`config.mk`:
```
export PLATFORM = sky130hd
export DESIGN_NAME = seq_divider16
export DESIGN_NICKNAME = d
export VERILOG_FILES = /design/src/rtl/seq_divider16.sv
export SDC_FILE = /design/constraint.sdc
export NUM_CORES = 1
export LEC_CHECK = 0
export CAP_MARGIN = 20
export CORE_MARGIN = 4
export CORE_UTILIZATION = 25
export DETAILED_ROUTE_END_ITERATION = 8
export GPL_ROUTABILITY_DRIVEN = 0
export HOLD_SLACK_MARGIN = 0.12
export PLACE_DENSITY = 0.5
export SYNTH_ARGS = -nofsm -noshare
export SYNTH_HDL_FRONTEND = slang
export SYNTH_SLANG_ARGS = --single-unit
```
`constraint.sdc`:
```
create_clock -name clk -period 2.8 [get_ports clk]
set_input_delay 0.42 -clock clk [delete_from_list [all_inputs] [get_ports clk]]
set_output_delay 0.42 -clock clk [all_outputs]
set_load 0.05 [all_outputs]
```
`src/rtl/seq_divider16.sv`:
```
// Iterative restoring divider: one quotient bit per cycle through a start/done handshake.
// Optional signed support is compiled in with `define DIV_SIGNED_EN (adds the signed_op port).
module seq_divider16 #(
  parameter int WIDTH = 16,
  parameter int CNT_W = 5
) (
  input  logic             clk,
  input  logic             rst_n,
  input  logic             start,
  input  logic [WIDTH-1:0] dividend,
  input  logic [WIDTH-1:0] divisor,
`ifdef DIV_SIGNED_EN
  input  logic             signed_op,
`endif
  output logic             busy,
  output logic             done,
  output logic [WIDTH-1:0] quotient,
  output logic [WIDTH-1:0] remainder,
  output logic             div_by_zero
);

  typedef enum logic [1:0] {S_IDLE, S_CALC, S_ZERO, S_DONE} state_t;

  state_t           r_state;
  state_t           w_state_next;
  logic [CNT_W-1:0] r_cnt;
  logic [WIDTH-1:0] r_rem;
  logic [WIDTH-1:0] r_q;
  logic [WIDTH-1:0] r_div;
  logic [WIDTH-1:0] r_dvd_orig;
  logic             r_neg_q;
  logic             r_neg_r;
  logic [WIDTH-1:0] r_quotient;
  logic [WIDTH-1:0] r_remainder;
  logic             r_dbz;

  logic             w_signed;
  logic             w_accept;
  logic             w_last;
  logic             w_dvd_neg;
  logic             w_dvs_neg;
  logic [WIDTH-1:0] w_mag_dvd;
  logic [WIDTH-1:0] w_mag_dvs;
  logic [WIDTH:0]   w_trial;
  logic             w_ge;
  logic [WIDTH-1:0] w_r_step;
  logic [WIDTH-1:0] w_q_step;
  logic [WIDTH-1:0] w_q_fix;
  logic [WIDTH-1:0] w_r_fix;

`ifdef DIV_SIGNED_EN
  assign w_signed = signed_op;
`else
  assign w_signed = 1'b0;
`endif

  assign w_accept  = start && ((r_state == S_IDLE) || (r_state == S_DONE));
  assign w_last    = (r_cnt == CNT_W'(WIDTH - 1));

  // Signed operands are divided as magnitudes; signs are reapplied when results are written.
  assign w_dvd_neg = w_signed & dividend[WIDTH-1];
  assign w_dvs_neg = w_signed & divisor[WIDTH-1];
  assign w_mag_dvd = w_dvd_neg ? ({WIDTH{1'b0}} - dividend) : dividend;
  assign w_mag_dvs = w_dvs_neg ? ({WIDTH{1'b0}} - divisor) : divisor;

  // Trial subtract keeps the shifted-out remainder bit so divisors with the msb set still work.
  assign w_trial   = {r_rem, r_q[WIDTH-1]} - {1'b0, r_div};
  assign w_ge      = ~w_trial[WIDTH];
  assign w_r_step  = w_ge ? w_trial[WIDTH-1:0] : {r_rem[WIDTH-2:0], r_q[WIDTH-1]};
  assign w_q_step  = {r_q[WIDTH-2:0], w_ge};
  assign w_q_fix   = r_neg_q ? ({WIDTH{1'b0}} - w_q_step) : w_q_step;
  assign w_r_fix   = r_neg_r ? ({WIDTH{1'b0}} - w_r_step) : w_r_step;

  always_ff @(posedge clk) begin
    if (!rst_n) begin
      r_state <= S_IDLE;
    end else begin
      r_state <= w_state_next;
    end
  end

  always_comb begin
    w_state_next = r_state;
    busy         = 1'b0;
    done         = 1'b0;
    case (r_state)
      S_IDLE: begin
        if (w_accept) w_state_next = (divisor == '0) ? S_ZERO : S_CALC;
      end
      S_CALC: begin
        busy = 1'b1;
        if (w_last) w_state_next = S_DONE;
      end
      S_ZERO: begin
        busy         = 1'b1;
        w_state_next = S_DONE;
      end
      S_DONE: begin
        done = 1'b1;
        if (w_accept) w_state_next = (divisor == '0) ? S_ZERO : S_CALC;
        else          w_state_next = S_IDLE;
      end
      default: w_state_next = S_IDLE;
    endcase
  end

  always_ff @(posedge clk) begin
    if (!rst_n) begin
      r_cnt       <= '0;
      r_rem       <= '0;
      r_q         <= '0;
      r_div       <= '0;
      r_dvd_orig  <= '0;
      r_neg_q     <= 1'b0;
      r_neg_r     <= 1'b0;
      r_quotient  <= '0;
      r_remainder <= '0;
      r_dbz       <= 1'b0;
    end else if (w_accept) begin
      r_cnt      <= '0;
      r_rem      <= '0;
      r_q        <= w_mag_dvd;
      r_div      <= w_mag_dvs;
      r_dvd_orig <= dividend;
      r_neg_q    <= w_dvd_neg ^ w_dvs_neg;
      r_neg_r    <= w_dvd_neg;
      r_dbz      <= 1'b0;
    end else if (r_state == S_CALC) begin
      r_cnt <= r_cnt + 1'b1;
      r_rem <= w_r_step;
      r_q   <= w_q_step;
      if (w_last) begin
        r_quotient  <= w_q_fix;
        r_remainder <= w_r_fix;
      end
    end else if (r_state == S_ZERO) begin
      r_quotient  <= '1;
      r_remainder <= r_dvd_orig;
      r_dbz       <= 1'b1;
    end
  end

  assign quotient    = r_quotient;
  assign remainder   = r_remainder;
  assign div_by_zero = r_dbz;

endmodule
```
==> impl_metrics.py <==
metrics = {
    "power": {
        "power_density_nw_per_um2": 1470,
        "p_leak_uw": 0.00259,
        "vdd_drop_max_mv": 0.684,
    },
    "clocking": {
        "cts.sinks": 104,
        "cts_hold_buffers": 0,
        "cts_tree": "done",
        "clk_path_buf_depth": 2,
        "h-tree-depth": 3,
        "cts_made_buffers": 9,
        "clk_pin_slew_ps": 70,
        "cts-root-buf": "clkbuf_16",
        "clk_latency_ps": 350,
    },
    "setup_path": {
        "crit_start": "r_q[15]",
        "cp-end-kind": "register",
        "crit_family": "compound AO/OA/AOI/OAI gates",
        "critPathRequiredTime_ps": 3030,
        "ff2ff_setup_slack_ps": 130,
        "cpMostUsedCell": "buf_12",
        "reg2reg_depth": 13,
        "max_stage_delay_ps": 360,
        "cp_max_fo": 8,
        "worstReg2RegEnd": "remainder[2]",
        "cp.arrival_ps": 2900,
        "crit_slowest_cell": "fa_2",
        "crit_type": "register to register",
        "setup.worst_path.start_class": "register",
        "cp_num_buf_inv": 4,
        "cp_cell_sequence": "inv_1, ha_1, fa_2, nand2b_4, a21oi_4, o2111ai_4, o21ai_4, buf_12, xnor2_4, buf_12, buf_4, nor3_1, o31ai_1",
        "r2r-start": "r_q[15]",
        "cp.depth": 13,
        "cp-endpoint": "remainder[2]",
    },
    "synthesis": {
        "synth_edf_count": 0,
        "synth_top_area_share_pct": 38.8,
        "yosysUniqueCellTypes": 52,
        "syn_inst": 648,
        "synthArstFlopShare_pct": 0,
        "seq_area_frac_synth_pct": 38.8,
        "ys_seq_elements": 104,
        "postSynthAreaPerCell_um2": 8.29,
        "yosysWarnings": 0,
        "syn_area_um2": 5370,
        "ys_dominant_reg_cell": "dfxtp_1",
        "yosysTopAreaCell": "dfxtp_1",
        "synthTopCellsByArea": "dfxtp_1, nand2_1, a21boi_0",
        "synthesis.nets": 706,
    },
    "grt": {
        "grt.overflow.total": 0,
        "grtUsageTotal_pct": 12.6,
        "grt_max_degree": 50,
        "antenna_found_initial": 0,
        "grt_pass1_wl_mm": 24.3,
        "grt_pass1_vias": 4552,
    },
    "timing": {
        "finalCritPeriodShare_pct": 95.3,
        "finalCriticalPeriod_ps": 2670,
        "skew_ps": 7.01,
        "setup_viol": 0,
        "slew_headroom_pct": 58.8,
        "worst_pin_slew_ps": 615,
        "holdWs_ps": 460,
        "tns_ps": 0,
        "rsz0062_at_grt": "false",
        "fmax_ghz": 0.375,
        "slew_violations": 0,
        "hold_viol_final": 0,
    },
    "floorplan": {
        "placementRows": 53,
        "io_pins": 70,
        "die-area_um2": 23900,
        "dieWidth_um": 155,
        "die_h_um": 155,
        "core_um2": 21100,
        "initial_core_util_pct": 25.5,
    },
    "cells_and_area": {
        "drive_gt1_share_pct": 9.13,
        "area_growth_pct": 27.8,
        "post-route-util_pct": 32.6,
        "stdcell_area_um2": 6870,
        "stdcell_count": 998,
        "n_antenna_cell": 0,
        "nNetsFinal": 777,
    },
    "detailed_routing": {
        "met2_length_mm": 6.52,
        "wl_met1_mm": 7.66,
        "routed_via_density": 4.65,
        "drc": 0,
        "wire_per_inst_um": 15.0,
        "top_layer": "met4",
        "wl_met3_um": 565,
        "drtIter0Drc": 257,
        "routed_wl_mm": 15.0,
        "ant_nets": 0,
        "route.vias.total": 4636,
        "drt-pass1-iter-count": 4,
    },
    "job": {
        "cap_violations": 0,
    },
    "min_path": {
        "holdCritPathClass": "register to register",
    },
    "status": {
        "outcome": "completed",
    },
    "placed_design": {
        "io_buffers": 69,
        "dp_hpwl_mm": 11.0,
        "dp_cells": 975,
        "placed_cell_area_um2": 6450,
    },
}
## sequential cells by signal, indices dropped and copies added, names as in the netlist
register,count
r_rem,16
div_by_zero,1
remainder,16
r_cnt,5
r_dvd_orig,16
r_div,16
quotient,16
r_state,2
r_q,16
## layout by cell type (no fill, tap or decap), types with 3 or more instances in the layout
cell             instances
a211oi_1                 7
a21boi_0                50
a21o_1                   7
a21oi_1                 31
a31oi_1                  4
and2_1                  18
and3_1                   6
buf_12                   3
buf_4                   31
clkbuf_16                9
clkdlybuf4s50_1         68
dfxtp_1                104
ha_1                    21
inv_1                   26
mux2i_1                 26
mux2i_2                  3
nand2_1                104
nand2b_1                12
nand3_1                 14
nand4_1                 10
nor2_1                  20
nor2b_1                  4
nor3_1                   9
nor4_1                   4
o211ai_1                11
o21ai_0                 61
or3_1                    8
xnor2_1                  8
xor2_1                   7
## cell usage after synthesis (all sizes together) (10+ instances only)
cell and count:
dfxtp 104, nand2 104, o21ai 64, a21boi 50
clkbuf 35, a21oi 32, mux2i 29, inv 26
ha 22, nor2 20, and2 19, nand3 14
nand2b 13, o211ai 12, nand4 10, xnor2 10
## power breakdown
| part | internal, uW | total [uW] | switching, uW |
|---|---|---|---|
| registers | 1890 | 2200 | 303 |
| logic | 2860 | 6620 | 3760 |
| clock network | 719 | 1290 | 574 |
| total | 5470 | 10100 | 4640 |
## worst reg2reg max path, cell delays in order (launching register included)
cell       delay [ps]
dfxtp_1           330
inv_1              50
ha_1              220
fa_2              360
nand2b_4          160
a21oi_4           190
o2111ai_4         170
o21ai_4           270
buf_12            150
xnor2_4            80
buf_12            150
buf_4             130
nor3_1            210
o31ai_1            90
## per-stage QoR
| stage | total power (uW) | setup WS (ps) |
|---|---|---|
| after global routing | 10900 | 18.9 |
| after CTS | 9420 | 11.2 |
| after global placement | 8090 | 109 |
| after floorplan | 6510 | 186 |
| after detailed placement | 8080 | 21.4 |
| final | 10100 | 132 |
## worst min-delay path by stage
stage | start | endpoint | slack, ps | depth (start not counted)
floorplan | r_dvd_orig[0] | r_dvd_orig[0] | 440 | 2
global placement | r_dvd_orig[4] | r_dvd_orig[4] | 450 | 2
detailed placement | quotient[11] | quotient[11] | 450 | 2
CTS | rst_n | quotient[0] | 450 | 3
global route | rst_n | r_div[0] | 480 | 2
finish | quotient[11] | quotient[11] | 460 | 2
## cell type report
cell class	instances	area, um2
clock buffer	11	243
timing repair buffer	103	978
sequential	104	2080
multi-input combinational	475	3070
tap	275	344
inverter	26	97.6
clock inverter	4	52.6
fill	2275	14200
## cells by family (layout without fill, tap and decap cells)
logic type	count (synthesis)	after routing	synth area share [%]
and+or+nand+nor	215	215	18.8
xor gates and xnor gates	17	18	3.26
DFF	104	104	38.8
muxes	29	29	5.40
AOI/OAI and AO/OA	190	190	23.1
buffers and inverters	70	144	5.19
adders and majority gates	23	23	5.50
## routing by layer
metal  global-route usage [%]  vias up
li1                         -     2396
met2                     19.2       88
met1                     18.2     2136
met3                     2.77       16
met5                        0        -
met4                     2.73        0
## what timing repair did
item                       4_1_cts  5_1_grt
resized for setup                0        6
setup endpoints to repair        0       25
buffers inserted                 0        7
Note: power is estimated with default switching activity, not from simulation.
